--- src/rtl/mem_port_arbiter.sv ---
// Two-port arbiter sequencing a single-port block RAM with configurable read latency.
// Optional macro MEM_PORT_ARBITER_ROUND_ROBIN_EN selects round-robin instead of fixed priority.
module mem_port_arbiter #(
    parameter int unsigned ADDR_W = 10,
    parameter int unsigned DATA_W = 32,
    parameter int unsigned RD_LAT = 2
) (
    input  logic              clk,
    input  logic              rst_n,
    input  logic              m0_req,
    input  logic              m0_we,
    input  logic [ADDR_W-1:0] m0_addr,
    input  logic [DATA_W-1:0] m0_wdata,
    output logic              m0_gnt,
    output logic              m0_ack,
    output logic [DATA_W-1:0] m0_rdata,
    input  logic              m1_req,
    input  logic              m1_we,
    input  logic [ADDR_W-1:0] m1_addr,
    input  logic [DATA_W-1:0] m1_wdata,
    output logic              m1_gnt,
    output logic              m1_ack,
    output logic [DATA_W-1:0] m1_rdata,
    output logic              mem_ce,
    output logic              mem_oce,
    output logic              mem_wre,
    output logic [ADDR_W-1:0] mem_ad,
    output logic [DATA_W-1:0] mem_din,
    input  logic [DATA_W-1:0] mem_dout,
    output logic              busy
);

    localparam int unsigned CntW = 3;

    typedef enum logic [1:0] {StIdle, StAccess, StWait} state_e;

    state_e            state_q, state_d;
    logic              win_q, win_d;
    logic              we_q, we_d;
    logic [ADDR_W-1:0] addr_q, addr_d;
    logic [DATA_W-1:0] wdata_q, wdata_d;
    logic [CntW-1:0]   cnt_q, cnt_d;
    logic              ack0_q, ack0_d, ack1_q, ack1_d;
    logic [DATA_W-1:0] rdata0_q, rdata1_q;
    logic              capture;
    logic              idle, any_req, pick1, grant;

    assign idle    = (state_q == StIdle);
    assign any_req = m0_req | m1_req;
    assign grant   = idle & any_req;

`ifdef MEM_PORT_ARBITER_ROUND_ROBIN_EN
    logic last_q;

    // On contention, port 1 wins only if port 0 was the last winner.
    assign pick1 = m1_req & (~m0_req | ~last_q);

    always_ff @(posedge clk or negedge rst_n) begin
        if (!rst_n) begin
            last_q <= 1'b1;
        end else if (grant) begin
            last_q <= pick1;
        end
    end
`else
    assign pick1 = m1_req & ~m0_req;
`endif

    // Gated by rst_n so no grant is shown while reset is asserted.
    assign m0_gnt = rst_n & idle & m0_req & ~pick1;
    assign m1_gnt = rst_n & idle & pick1;

    always_comb begin
        state_d = state_q;
        win_d   = win_q;
        we_d    = we_q;
        addr_d  = addr_q;
        wdata_d = wdata_q;
        cnt_d   = cnt_q;
        ack0_d  = 1'b0;
        ack1_d  = 1'b0;
        capture = 1'b0;
        mem_ce  = 1'b0;
        mem_oce = 1'b0;
        mem_wre = 1'b0;
        unique case (state_q)
            StIdle: begin
                if (any_req) begin
                    state_d = StAccess;
                    win_d   = pick1;
                    we_d    = pick1 ? m1_we    : m0_we;
                    addr_d  = pick1 ? m1_addr  : m0_addr;
                    wdata_d = pick1 ? m1_wdata : m0_wdata;
                end
            end
            StAccess: begin
                mem_ce  = 1'b1;
                mem_wre = we_q;
                mem_oce = ~we_q;
                if (we_q) begin
                    state_d = StIdle;
                    ack0_d  = ~win_q;
                    ack1_d  = win_q;
                end else begin
                    state_d = StWait;
                    cnt_d   = CntW'(RD_LAT);
                end
            end
            StWait: begin
                mem_oce = 1'b1;
                cnt_d   = cnt_q - 1'b1;
                if (cnt_q == CntW'(1)) begin
                    state_d = StIdle;
                    capture = 1'b1;
                    ack0_d  = ~win_q;
                    ack1_d  = win_q;
                end
            end
            default: state_d = StIdle;
        endcase
    end

    always_ff @(posedge clk or negedge rst_n) begin
        if (!rst_n) begin
            state_q  <= StIdle;
            win_q    <= 1'b0;
            we_q     <= 1'b0;
            addr_q   <= '0;
            wdata_q  <= '0;
            cnt_q    <= '0;
            ack0_q   <= 1'b0;
            ack1_q   <= 1'b0;
            rdata0_q <= '0;
            rdata1_q <= '0;
        end else begin
            state_q <= state_d;
            win_q   <= win_d;
            we_q    <= we_d;
            addr_q  <= addr_d;
            wdata_q <= wdata_d;
            cnt_q   <= cnt_d;
            ack0_q  <= ack0_d;
            ack1_q  <= ack1_d;
            if (capture && !win_q) rdata0_q <= mem_dout;
            if (capture && win_q)  rdata1_q <= mem_dout;
        end
    end

    assign m0_ack   = ack0_q;
    assign m1_ack   = ack1_q;
    assign m0_rdata = rdata0_q;
    assign m1_rdata = rdata1_q;
    assign mem_ad   = addr_q;
    assign mem_din  = wdata_q;
    assign busy     = ~idle;

endmodule

--- config.mk ---
export PLATFORM = sky130hd
export DESIGN_NAME = mem_port_arbiter
export DESIGN_NICKNAME = d
export VERILOG_FILES = /design/src/rtl/mem_port_arbiter.sv
export SDC_FILE = /design/constraint.sdc
export NUM_CORES = 1
export LEC_CHECK = 0
export CAP_MARGIN = 25
export CORE_MARGIN = 5
export CORE_UTILIZATION = 44
export DETAILED_ROUTE_END_ITERATION = 7
export PLACE_DENSITY = 0.85
export SETUP_SLACK_MARGIN = 0.02
export SLEW_MARGIN = 0
export SYNTH_ARGS = -nofsm -noshare
export SYNTH_HDL_FRONTEND = slang
export SYNTH_SLANG_ARGS = --single-unit
--- constraint.sdc ---
create_clock -name clk -period 3 [get_ports clk]
set_input_delay 0.6 -clock clk [delete_from_list [all_inputs] [get_ports clk]]
set_output_delay 0.6 -clock clk [all_outputs]
set_load 0.05 [all_outputs]
-- Yosys cells after proc, flatten, opt, wreduce, memory -nomap -nowiden
Cells that the tools add are included.
W data, S select, Z words.
- bitwise logic cells: 11
- reductions and logical operators: 8
- muxes and demuxes: 20
- add/sub/neg operators: 1
- equality and inequality tests: 6
- operators with widths (operator ; count):
    $mux W32 ; 1
    $mux W10 ; 1
    $mux W1 ; 9
    $mux W2 ; 3
    $pmux W1 S2 ; 3
    $pmux W2 S3 ; 1
    $pmux W3 S2 ; 1
    $reduce_and A2 Y1 ; 3
    $and A1 B1 Y1 ; 5
    $not A1 Y1 ; 5
    $ne A2 B2 Y1 const B ; 2
    $eq A3 B1 Y1 const B ; 1
    $mux W3 ; 1
    $sub A3 B1 Y3 const B ; 1
    $eq A2 B1 Y1 const B ; 1
    $eq A2 B2 Y1 const B ; 1
    $logic_and A1 B1 Y1 ; 2
    $logic_not A2 Y1 ; 1
    $ne A2 B1 Y1 const B ; 1
    $reduce_bool A2 Y1 ; 1
    $logic_not A1 Y1 ; 1
    $or A1 B1 Y1 ; 1
- logic and storage cells: 56
- output and inout bits: 114
- input bits: 122
- bits in registers: 115

-- Depth between registers and ports, before layout
- word-level depth: 4
- depth in mapped cells: 7
- mapped depth without buffers: 5

-- Least setup slack after synthesis
No wires, ideal clock.
- kind: register -> output
- start: register state_q[1]
- end: output port mem_oce
- arrival time: 1.558 ns
- slack: 0.842 ns
- buffers on the path: 0
- data required time: 2.400 ns
- stages on the path, launching flop included: 5
- path through: dfrtp_1 inv_1 ha_1 nor2b_1 o21a_1
- cells in the longest elaborated chain, start to end: 2
- elaborated cells on any way between the ends: 3
- those cells by class: eq/ne: 2; mux: 1
- ends and longest elaborated chain (what ; line ; source):
    start, declared ; 37 ; state_e state_q, state_d;
    start signal, assigned ; 125 ; state_q <= StIdle;
    start signal, assigned ; 136 ; state_q <= state_d;
    $eq A2 B2 Y1 or $eq A2 B1 Y1 (tied branches) ; 86 ; unique case (state_q)
    $pmux W1 S2 * ; 86 ;
    end, declared ; 25 ; output logic mem_oce,
Every way passes the cells marked *; elsewhere a longest branch is shown, timed or not.

-- Worst setup path after layout
Same ends and word-level chain as after synthesis.

==> reports/qor.yml <==
status: "completed"
min_period_ps: 2900
fin_ws_ps: 97.2
rows: 38
timing.final.crit_share_pct: 96.8
synth_top_area_cell: "dfrtp_1"
finalMaxSlewViolations: 0
drive_above_1_share_pct: 17.7
track_usage_pct: 21.1
cts_tree: "done"
hp-class: "input pin to asynchronous set/reset pin"
seqPwrFrac_pct: 28.1
clockRootBuffer: "clkbuf_16"
dpl_cell_area_um2: 7470
syn-instance-count: 370
comb_power_share_pct: 45.1
crit_fanout: 4
grt_max_degree: 111
worst_slew_pin_slew_ps: 631
relSlewSlack_pct: 57.9
hold_viol: 0
post-place-ws_ps: 547
pwr-share-clk_pct: 26.9
synth_area_um2: 4990
antenna_found_initial: 0
clk_latency_ps: 400
cp-end-kind: "output pin"
ys.flop_type: "dfrtp_1"
worstSetupPathType: "flip-flop to output pin"
antennaDiodeCount: 0
seqCellArea_um2: 2880
synth.most_common_cell: "dfrtp_1"
hpwl_mm: 10.4
h-tree-depth: 4
cp.required_ps: 2400
worst_hold_slack_ps: 34.5
nNetsFinal: 736
dp_cells: 730
critPathSlowestCell: "clkdlybuf4s50_1"
cts.sinks: 115
power.density_nw_per_um2: 1010
finalSetupViolCount: 0
die-area_um2: 13600
postSynth.asyncResetShare_pct: 100
path_clk_slew_ps: 60
swShare_pct: 41.6
drc_errors: 0
via_per_inst: 5.01
max_freq_mhz: 344
start_util_pct: 45.4
multiInputGateArea_um2: 1960
leakagePower_uw: 0.00366
cts_made_buffers: 17
portBuffers: 235
synth_seq_cells: 115
stdcell_count: 762
finClkSkew_ps: 8.72
yosysWarnings: 0
first_global_vias: 4170
drt_iter0_drc: 199
detail-route-antenna-nets: 0
synth_edf_count: 0
syn_to_final_growth_pct: 62.8
fin_area_um2: 8120
max_stage_delay_ps: 820
p_sw_uw: 3420
num_io_pins: 236
fillers: 733
synth_seq_area_share_pct: 57.7
postCtsSetupBuffers: 0
synthTopCellsByArea: "dfrtp_1 58%, mux2_4 12%, mux2i_1 8.6%"
core_um2: 11000
post_cts_resized: 0
worst_setup_path_start_kind: "flip-flop"
clock_path_buffers: 2
netlist_top_cells_count: "115 x dfrtp_1, 47 x o21ai_0, 43 x mux2i_1, 43 x nand2_1, 40 x mux2_4"
fp.dieW_um: 116
synth_top_area_share_pct: 57.7
grt-ovfl-total: 0
rsz0062_at_grt: "no"
max-vdd-ir-drop_v: 0.000826
num_vias: 3815
die_h_um: 116
routedWlPerCell_um: 18.5
place_congestion: 0.773
grt_pass1_wl_mm: 21.6
ys_types: 31
firstDrtPassIters: 4
syn_area_per_cell_um2: 13.5
drv_cap: 0
syn-num-nets: 497
p_int_uw: 4810
drt_wl_total_mm: 14.1
finalSetupTns_ps: 0
arrival_ps: 2300
ctsHoldBuffers: 0
path_cells: "inv_1, ha_1, nor2b_1, o21a_1, clkdlybuf4s50_1"
-- per-stage QoR --
step                      power, uW  utilization (%)
final                          8230             73.9
after global routing           8590             73.9
after floorplan                4630                -
after global placement         5970             68.0
after CTS                      8300             73.9
after detailed placement       6060             68.0
-- flip-flops by register name, summed over array words and instances (netlist names) --
name,cells
mem_ad,10
state_q,2
we_q,1
m1_rdata,32
m1_ack,1
m0_ack,1
cnt_q,3
win_q,1
m0_rdata,32
mem_din,32
-- cell usage in the layout (no fill, tap or decap), types with 2 or more instances in the layout --
cell and count:
clkdlybuf4s50_1 232, bufinv_16 5, nor2_1 5, o21ai_0 47
nand2_1 43, mux2i_1 43, mux2_2 25, clkinv_2 3
and3_1 2, clkinv_4 2, ha_1 5, buf_12 4
dfrtp_1 115, clkbuf_16 17, inv_1 6, clkinvlp_4 2
buf_4 4, mux2_4 40, a21oi_1 2
-- final cells by class --
cell class,count,area share [%]
clock inverters,13,2.54
well taps,140,2.16
inverters,7,0.324
multi-input cells,228,24.1
clock buffers,19,5.45
repair buffers,240,30.0
flip-flops and latches,115,35.4
-- final timing paths --
kind	slack [ps]	from	cells past startpoint	endpoint
setup / recovery	100	state_q[1]	5	mem_oce
hold / removal	30	rst_n	1	mem_din[21]
setup reg to reg	960	state_q[0]	6	m0_rdata[14]
hold reg to reg	480	mem_din[21]	2	mem_din[21]
max in group asynchronous	2160	rst_n	2	m1_rdata[19]
min in group clk	480	mem_din[21]	2	mem_din[21]
-- critical path: cells and delay by family, from the launching register on --
family,cells,cell delay (ps)
simple gates,1,230
fa+ha+maj,1,200
compound gates,1,160
buf+inv,2,910
flops,1,400
-- cell families (layout without fill, tap and decap cells) --
group	Yosys count	after routing	share of synthesized area (%)
flip-flops	115	115	57.7
AND/OR/NAND/NOR	59	59	5.39
adder cells (fa/ha/maj)	5	5	1.25
buffers and inverters	27	279	3.41
AO/OA/AOI/OAI	56	56	5.94
multiplexers	108	108	26.3
-- per-layer routing --
layer | GRT usage (%) | wire (um)
met1 | 24.1 | 5510
met2 | 34.9 | 6670
met3 | 9.84 | 1670
met4 | 7.12 | 224
met5 | 0 | 0
-- power groups by stage --
| stage | registers, uW | clock network, uW | logic, uW |
|---|---|---|---|
| 2_1_floorplan | 3790 | 0 | 841 |
| 3_3_place_gp | 2300 | 0 | 3670 |
| 3_5_place_dp | 2330 | 0 | 3730 |
| 4_1_cts | 2310 | 2240 | 3750 |
| 5_1_grt | 2370 | 2320 | 3900 |
| 6_report | 2310 | 2210 | 3710 |
No activity file was read; power rests on OpenSTA's default activity.
